==> config.mk <==
export PLATFORM = sky130hd
export DESIGN_NAME = key_cmd_decoder
export DESIGN_NICKNAME = d
export VERILOG_FILES = /design/src/rtl/kb_pkg.sv /design/src/rtl/sync_2ff.sv /design/src/rtl/key_cmd_decoder.sv
export SDC_FILE = /design/constraint.sdc
export NUM_CORES = 1
export LEC_CHECK = 0
export CORE_UTILIZATION = 53
export CTS_BUF_LIST = sky130_fd_sc_hd__clkbuf_8
export DETAILED_ROUTE_END_ITERATION = 8
export PLACE_DENSITY_LB_ADDON = 0.3
export SYNTH_ARGS = -nofsm -noshare
export SYNTH_HDL_FRONTEND = slang
export SYNTH_HIERARCHICAL = 1
export SYNTH_SLANG_ARGS = --single-unit
==> constraint.sdc <==
create_clock -name clk -period 3 [get_ports clk]
set_input_delay 0.45 -clock clk [delete_from_list [all_inputs] [get_ports clk]]
set_output_delay 0.45 -clock clk [all_outputs]
set_load 0.02 [all_outputs]
==> src/rtl/kb_pkg.sv <==
// Shared constants and the scan-code decode function for the keyboard command path.
// Command codes, PS/2 set-2 scan codes and the decoder FSM states live here.
package kb_pkg;

    localparam logic [2:0] CMD_UP      = 3'd0;
    localparam logic [2:0] CMD_DOWN    = 3'd1;
    localparam logic [2:0] CMD_LEFT    = 3'd2;
    localparam logic [2:0] CMD_RIGHT   = 3'd3;
    localparam logic [2:0] CMD_RESTART = 3'd4;

    localparam logic [7:0] SC_BREAK = 8'hF0;
    localparam logic [7:0] SC_EXT   = 8'hE0;
    localparam logic [7:0] SC_UP    = 8'h75;
    localparam logic [7:0] SC_DOWN  = 8'h72;
    localparam logic [7:0] SC_LEFT  = 8'h6B;
    localparam logic [7:0] SC_RIGHT = 8'h74;
    localparam logic [7:0] SC_W     = 8'h1D;
    localparam logic [7:0] SC_A     = 8'h1C;
    localparam logic [7:0] SC_S     = 8'h1B;
    localparam logic [7:0] SC_D     = 8'h23;
    localparam logic [7:0] SC_R     = 8'h2D;

    typedef enum logic [1:0] {
        IDLE,
        SETTLE,
        DECODE
    } state_t;

    typedef struct packed {
        logic       hit;
        logic [2:0] cmd;
    } decode_t;

    // kp[7:0] is the released key, kp[15:8] must be the break prefix,
    // kp[23:16] selects the extended (arrow) table. kp[31:24] is history only.
    function automatic decode_t decode_key(input logic [31:0] kp);
        decode_t res;
        res.hit = 1'b0;
        res.cmd = CMD_UP;
        if (kp[15:8] == SC_BREAK) begin
            if (kp[23:16] == SC_EXT) begin
                case (kp[7:0])
                    SC_UP:    begin res.hit = 1'b1; res.cmd = CMD_UP;    end
                    SC_DOWN:  begin res.hit = 1'b1; res.cmd = CMD_DOWN;  end
                    SC_LEFT:  begin res.hit = 1'b1; res.cmd = CMD_LEFT;  end
                    SC_RIGHT: begin res.hit = 1'b1; res.cmd = CMD_RIGHT; end
                    default:  ;
                endcase
            end else begin
                case (kp[7:0])
                    SC_W:    begin res.hit = 1'b1; res.cmd = CMD_UP;      end
                    SC_S:    begin res.hit = 1'b1; res.cmd = CMD_DOWN;    end
                    SC_A:    begin res.hit = 1'b1; res.cmd = CMD_LEFT;    end
                    SC_D:    begin res.hit = 1'b1; res.cmd = CMD_RIGHT;   end
                    SC_R:    begin res.hit = 1'b1; res.cmd = CMD_RESTART; end
                    default: ;
                endcase
            end
        end
        return res;
    endfunction

endpackage

==> src/rtl/sync_2ff.sv <==
// Generic single-bit two-flop synchronizer, asynchronously cleared to 0.
module sync_2ff (
    input  logic clk,
    input  logic rst,
    input  logic d,
    output logic q
);

    logic meta_reg;
    logic sync_reg;

    always_ff @(posedge clk or posedge rst) begin
        if (rst) begin
            meta_reg <= 1'b0;
            sync_reg <= 1'b0;
        end else begin
            meta_reg <= d;
            sync_reg <= meta_reg;
        end
    end

    assign q = sync_reg;

endmodule

==> src/rtl/key_cmd_decoder.sv <==
// Turns PS/2 key-release events into single-cycle 2048 move commands
// presented over a registered valid/ready handshake with a sticky overflow flag.
module key_cmd_decoder #(
    parameter int unsigned SETTLE_CYCLES = 1000
) (
    input  logic        clk,
    input  logic        rst,
    input  logic [31:0] keypress,
    input  logic        newVal,
    output logic [2:0]  cmd,
    output logic        cmd_valid,
    input  logic        cmd_ready,
    output logic        overflow
);

    import kb_pkg::*;

    localparam logic [15:0] CNT_LAST = 16'(SETTLE_CYCLES - 1);

    logic        s2;
    logic        s3_reg;
    logic        fall;
    logic [31:0] kp1_reg;
    logic [31:0] kp2_reg;
    state_t      state_reg, state_next;
    logic [15:0] cnt_reg, cnt_next;
    decode_t     dec;
    logic        cmd_load;
    logic [2:0]  cmd_reg, cmd_next;
    logic        cmd_valid_reg, cmd_valid_next;
    logic        overflow_reg, overflow_next;

    sync_2ff u_sync_newval (
        .clk (clk),
        .rst (rst),
        .d   (newVal),
        .q   (s2)
    );

    // Falling edge of the break flag marks the arrival of the released key byte.
    assign fall = s3_reg & ~s2;

    always_ff @(posedge clk or posedge rst) begin
        if (rst) begin
            s3_reg  <= 1'b0;
            kp1_reg <= '0;
            kp2_reg <= '0;
        end else begin
            s3_reg  <= s2;
            kp1_reg <= keypress;
            kp2_reg <= kp1_reg;
        end
    end

    always_ff @(posedge clk or posedge rst) begin
        if (rst) begin
            state_reg <= IDLE;
            cnt_reg   <= '0;
        end else begin
            state_reg <= state_next;
            cnt_reg   <= cnt_next;
        end
    end

    always_comb begin
        state_next = state_reg;
        cnt_next   = cnt_reg;
        case (state_reg)
            IDLE: begin
                if (fall) begin
                    state_next = SETTLE;
                    cnt_next   = '0;
                end
            end
            SETTLE: begin
                if (cnt_reg == CNT_LAST) begin
                    state_next = DECODE;
                    cnt_next   = '0;
                end else begin
                    cnt_next = cnt_reg + 16'd1;
                end
            end
            DECODE: begin
                state_next = IDLE;
            end
            default: begin
                state_next = IDLE;
                cnt_next   = '0;
            end
        endcase
    end

    assign dec      = decode_key(kp2_reg);
    assign cmd_load = (state_reg == DECODE) && dec.hit;

    // A new command may replace the held one only on the edge it is being taken.
    always_comb begin
        cmd_next       = cmd_reg;
        cmd_valid_next = cmd_valid_reg;
        overflow_next  = overflow_reg;
        if (cmd_load) begin
            if (!cmd_valid_reg || cmd_ready) begin
                cmd_next       = dec.cmd;
                cmd_valid_next = 1'b1;
            end else begin
                overflow_next = 1'b1;
            end
        end else if (cmd_valid_reg && cmd_ready) begin
            cmd_valid_next = 1'b0;
        end
    end

    always_ff @(posedge clk or posedge rst) begin
        if (rst) begin
            cmd_reg       <= CMD_UP;
            cmd_valid_reg <= 1'b0;
            overflow_reg  <= 1'b0;
        end else begin
            cmd_reg       <= cmd_next;
            cmd_valid_reg <= cmd_valid_next;
            overflow_reg  <= overflow_next;
        end
    end

    assign cmd       = cmd_reg;
    assign cmd_valid = cmd_valid_reg;
    assign overflow  = overflow_reg;

endmodule
After elaboration in Yosys (flattened, before gate mapping) --
Cells that the tools add are included.
Cells by class: add/subtract/negate cells 1, reduce and logical (&&, ||, !) cells 11, eq/ne operators 17, muxes and demuxes 13, bitwise logic cells 4
Operator list (number):
- case mux 16 bit (3 select lines) | 1
- == test 8 x 7 -> 1 bit, second input constant | 4
- 2-to-1 mux 16 bit | 2
- == test 8 x 5 -> 1 bit, second input constant | 3
- case mux 4 bit (5 select lines) | 1
- adder 16 x 1 -> 16 bit, second input constant | 1
- == test 16 x 10 -> 1 bit, second input constant | 1
- == test 8 x 6 -> 1 bit, second input constant | 2
- == test 8 bit, second input constant | 2
- case mux 4 bit (4 select lines) | 1
- AND reduction 2 bit | 5
- 2-to-1 mux 4 bit | 2
- 2-to-1 mux 2 bit | 2
- != test 2 bit, second input constant | 2
- case mux 2 bit (2 select lines) | 1
- 2-to-1 mux 1 bit | 3
- inverter 1 bit | 3
- == test 2 x 1 -> 1 bit, second input constant | 1
- == test 2 bit, second input constant | 1
- logical AND 1 bit | 2
- zero test 2 bit | 1
- != test 2 x 1 -> 1 bit, second input constant | 1
- nonzero test 2 bit | 1
- AND 1 bit | 1
- 2 further kinds | 2
Word-level totals: logic and storage cells 56, bits in registers 74

Depth between registers and ports, before layout --
depth after elaboration 7, depth in mapped cells 6, gate-level depth less buffers 6

Hierarchy --
The synthesis kept the hierarchy.
By module, submodules not included:
- key_cmd_decoder | instances 1, cells an instance 199, area an instance 2658.8 sq um
- sync_2ff | instances 1, cells an instance 3, area an instance 53.8 sq um

Least setup slack after synthesis --
No wires, ideal clock.
kind register to register, from register kp2_reg[7], to register cmd_reg[0] (netlist: cmd[0]), data required time 2872 ps, arrival 1637 ps, period minus slack after synthesis 1765 ps, path buffers 0, path slack 1235 ps, stages on the path, launching flop included 6, path through dfrtp_1 nand2b_1 or4_4 o221ai_4 o211ai_2 mux2_1
Between the ends: longest elaborated chain between the ends 6
Ends and longest elaborated chain:
- from (decl) | line key_cmd_decoder.sv:24 | logic [31:0] kp2_reg;
- from (signal assigned) | line key_cmd_decoder.sv:51 | kp2_reg <= kp1_reg;
- == test 8 x 6 -> 1 bit (tied with other cells) | line kb_pkg.sv:50 | case (kp[7:0])
- case mux 4 bit (5 select lines) or case mux 4 bit (4 select lines) (tied branches) | line kb_pkg.sv:50, kb_pkg.sv:42
- 2-to-1 mux 4 bit (*) | line kb_pkg.sv:41 | if (kp[23:16] == SC_EXT) begin
- 2-to-1 mux 4 bit (*) | line kb_pkg.sv:40 | if (kp[15:8] == SC_BREAK) begin
- logical AND 1 bit | line key_cmd_decoder.sv:94 | assign cmd_load = (state_reg == DECODE) && dec.hit;
- AND reduction 2 bit (no line)
- to (signal assigned) | line key_cmd_decoder.sv:119 | cmd_reg <= cmd_next;
- to (decl) | line key_cmd_decoder.sv:29 | logic [2:0] cmd_reg, cmd_next;
Mark *: on every way between the ends. The rest lies on a longest branch, timed or not. A chain may end at the register's enable or synchronous reset.

Worst setup path in the final report --
from register cnt_reg[0], to register cnt_reg[9]
Between the ends: longest elaborated chain between the ends 3
Ends and longest elaborated chain:
- from (decl) | line key_cmd_decoder.sv:26 | logic [15:0] cnt_reg, cnt_next;
- from (signal assigned) | line key_cmd_decoder.sv:61 | cnt_reg <= cnt_next;
- adder 16 x 1 -> 16 bit or == test 16 x 10 -> 1 bit (tied branches) | line key_cmd_decoder.sv:80, key_cmd_decoder.sv:76
- 2-to-1 mux 16 bit (*) | line key_cmd_decoder.sv:76 | if (cnt_reg == CNT_LAST) begin
- case mux 16 bit (3 select lines) (*) | line key_cmd_decoder.sv:68 | case (state_reg)
Marks and branches as above.

==> impl_metrics.tcl <==
set metrics [dict create \
    crit_path_top_delay_cell "nor2_1" \
    start_util_pct 56.31 \
    hold_viol 0 \
    gp_congestion 0.7849 \
    io_buffers 32 \
    cts.path.max_buffers 2 \
    yosysWarnings 6 \
    max_stage_delay_ps 560 \
    synth_fp_nets 239 \
    grt-ovfl-total 0 \
    min_path_type "in -> async" \
    setup_viol 0 \
    p_sw_share_pct 23.61 \
    p_sw_uw 493.3 \
    finalCritPeriodShare_pct 73.59 \
    htreeDepth 3 \
    critical_path_class "reg -> reg" \
    slew_headroom_pct 54.65 \
    p_per_area_mw_per_mm2 626.1 \
    wl_um 4053 \
    worstPathCellList "ha_1 > nor4bb_1 > and4_1 > nor2_1 > nor2_1 > nor2_1" \
    drc 0 \
    row_count 25 \
    peakVddDrop_uv 391.9 \
    slew_violations 0 \
    clk_latency_ps 340 \
    intPower_mw 1.596 \
    nets 282 \
    grt_pass1_wl_um 6955 \
    ctsHoldBuffers 0 \
    routed_via_density 5.091 \
    run_status "finished clean" \
    wire_per_inst_um 12.79 \
    synthDistinctLibCells 45 \
    cp_common_cell "nor2_1" \
    critPathBufInv 0 \
    finalClockSkew_ps 7.988 \
    rsz0062_at_grt "false" \
    tritoncts "yes" \
    diodes 0 \
    syn_area_mm2 0.002713 \
    hpwl_um 2788 \
    grt_usage_pct 18.21 \
    drt-initial-drc-count 74 \
    grt_antenna_before_repair 0 \
    power_frac_comb_pct 9.0 \
    synth-edff-count 0 \
    cp_max_fo 10 \
    post_cts_resized 0 \
    syn_avg_cell_area_um2 13.43 \
    clock-root-buffer "clkbuf_8" \
    p_leak_nw 1.429 \
    synth-async-reset-ratio_pct 100.0 \
    die_h_um 73.54 \
    max_slew.worst_pin.slew_ps 677.8 \
    cp.arrival_ps 2400 \
    fp.dieW_um 73.54 \
    synth-seq-area-share_pct 68.27 \
    fin_crit_ps 2208 \
    final.fill_count 358 \
    path_clk_slew_ps 80 \
    cp_data_required_time_ps 3190 \
    path_delay_family "simple AND/OR/NAND/NOR gates" \
    synth-main-ff-cell "dfrtp_1" \
    io-pin-count 41 \
    fin_hold_ws_ps 315.7 \
    netlist_instances 202 \
    die_area_mm2 0.005408 \
    finalSetupTns_ps 0 \
    clockPowerShare_pct 36.2 \
    dr.pass1.iters 4 \
    post-route-util_pct 69.27 \
    vias 1614 \
    clock_sinks 74 \
    postRouteAntennaNets 0 \
    cts_made_buffers 9 \
    cp-start-kind "flip-flop" \
    post-cts-setup-buffer-count 0 \
    max_freq_ghz 0.4530 \
    area_growth_pct 23.02 \
    seqPwrFrac_pct 54.8 \
    first_global_vias 1589 \
    cp-end-kind "flip-flop" \
    ys_seq_elements 74 \
    drive_gt1_share_pct 12.80 \
    grt_max_degree 73 \
    cap_violations 0 \
    core-area_mm2 0.004817 \
]
[synth_stat cells (2+ instances only)]
master | count | share of area [%]
nor3b_1 | 3 | 0.83
nand3b_1 | 4 | 1.1
a21oi_1 | 2 | 0.37
o211ai_2 | 2 | 0.92
nand3_1 | 7 | 1.3
and2b_2 | 2 | 0.65
nand2b_1 | 2 | 0.46
a22o_1 | 3 | 0.97
o211ai_1 | 2 | 0.55
nand4_1 | 4 | 0.92
nor2b_1 | 3 | 0.69
nor4_1 | 5 | 1.2
mux2_2 | 2 | 0.83
inv_1 | 7 | 0.97
mux2_1 | 2 | 0.83
nor2_1 | 20 | 2.8
dfrtp_1 | 74 | 68
o2111ai_1 | 2 | 0.65
and4_1 | 4 | 1.3
and2_1 | 2 | 0.46
nor3_1 | 5 | 0.92
xnor2_1 | 10 | 3.2
nand2_1 | 12 | 1.7
or2b_2 | 2 | 0.65
[area by class of cell]
type	instances	area [µm²]	share of cell area, %
flip-flops and latches	74	1852	55.49
multi-input cells	120	830.8	24.90
repair buffers	33	340.3	10.20
clock buffers	10	137.6	4.124
well taps	67	83.83	2.512
clock inverters	6	66.31	1.987
inverters	7	26.28	0.7874
[final timing paths]
check | from | endpoint | cells past startpoint | slack [ps]
worst max register to register | cnt_reg[0]$_DFFE_PP0P_ | cnt_reg[9]$_DFFE_PP0P_ | 6 | 790
max in group asynchronous | rst | state_reg[1]$_DFFE_PP0P_ | 3 | 2170
worst max-delay path | cnt_reg[0]$_DFFE_PP0P_ | cnt_reg[9]$_DFFE_PP0P_ | 6 | 790
worst min register to register | kp1_reg[2]$_DFF_PP0_ | kp2_reg[2]$_DFF_PP0_ | 0 | 350
min in group clk | kp1_reg[2]$_DFF_PP0_ | kp2_reg[2]$_DFF_PP0_ | 0 | 350
worst min-delay path | rst | u_sync_newval/meta_reg$_DFF_PP0_ | 2 | 320
[power groups by stage]
| stage | Combinational (mW) | Sequential (mW) | Clock (mW) |
|---|---|---|---|
| after detailed placement | 0.191 | 1.16 | 0 |
| after global routing | 0.217 | 1.16 | 0.826 |
| final | 0.188 | 1.14 | 0.757 |
| after global placement | 0.184 | 1.16 | 0 |
| after floorplan | 0.132 | 1.14 | 0 |
| after CTS | 0.191 | 1.14 | 0.786 |
[layout by cell type, fill, tap and decap left out, drive strengths merged, types with 3 or more instances in the layout]
master | Yosys | layout
nor2b | 3 | 3
and4 | 4 | 4
nor4 | 5 | 5
clkbuf | 1 | 10
nor3b | 3 | 3
clkdlybuf4s50 | 0 | 32
and2 | 3 | 3
xnor2 | 10 | 10
a22o | 3 | 3
nor2 | 20 | 20
and2b | 3 | 3
nand2 | 12 | 12
nor3 | 5 | 5
dfrtp | 74 | 74
mux2 | 4 | 4
o211ai | 4 | 4
inv | 7 | 9
nand3 | 7 | 7
nand3b | 4 | 4
nand4 | 4 | 4
[kinds of logic (layout without fill, tap and decap cells)]
| group | after synthesis | after routing | share of synthesized area [%] |
|---|---|---|---|
| AND/OR/NAND/NOR | 86 | 86 | 18.63 |
| flip-flops | 74 | 74 | 68.27 |
| AO/OA/AOI/OAI | 17 | 17 | 5.951 |
| XOR/XNOR | 11 | 11 | 3.552 |
| buffers and inverters | 8 | 56 | 1.107 |
| multiplexers | 5 | 5 | 2.029 |
| adder cells (fa/ha/maj) | 1 | 1 | 0.4612 |
[per-stage QoR]
stage	setup WS [ps]	instance area (µm²)	instances	power, mW
4_1_cts	823.3	3337	317	2.120
6_report	792.4	3337	317	2.089
2_1_floorplan	725.1	2713	202	1.274
3_3_place_gp	881.5	3133	301	1.340
3_5_place_dp	860.7	3133	301	1.352
5_1_grt	562.2	3337	317	2.200
[layer usage]
metal,up-vias,wire length (µm),global-route usage (%)
met5,-,0,0
met2,31,1908,27.73
met1,777,1949,23.20
met3,8,109,5.350
li1,798,-,-
met4,0,86,10.90
(Power assumes the default switching activity.)
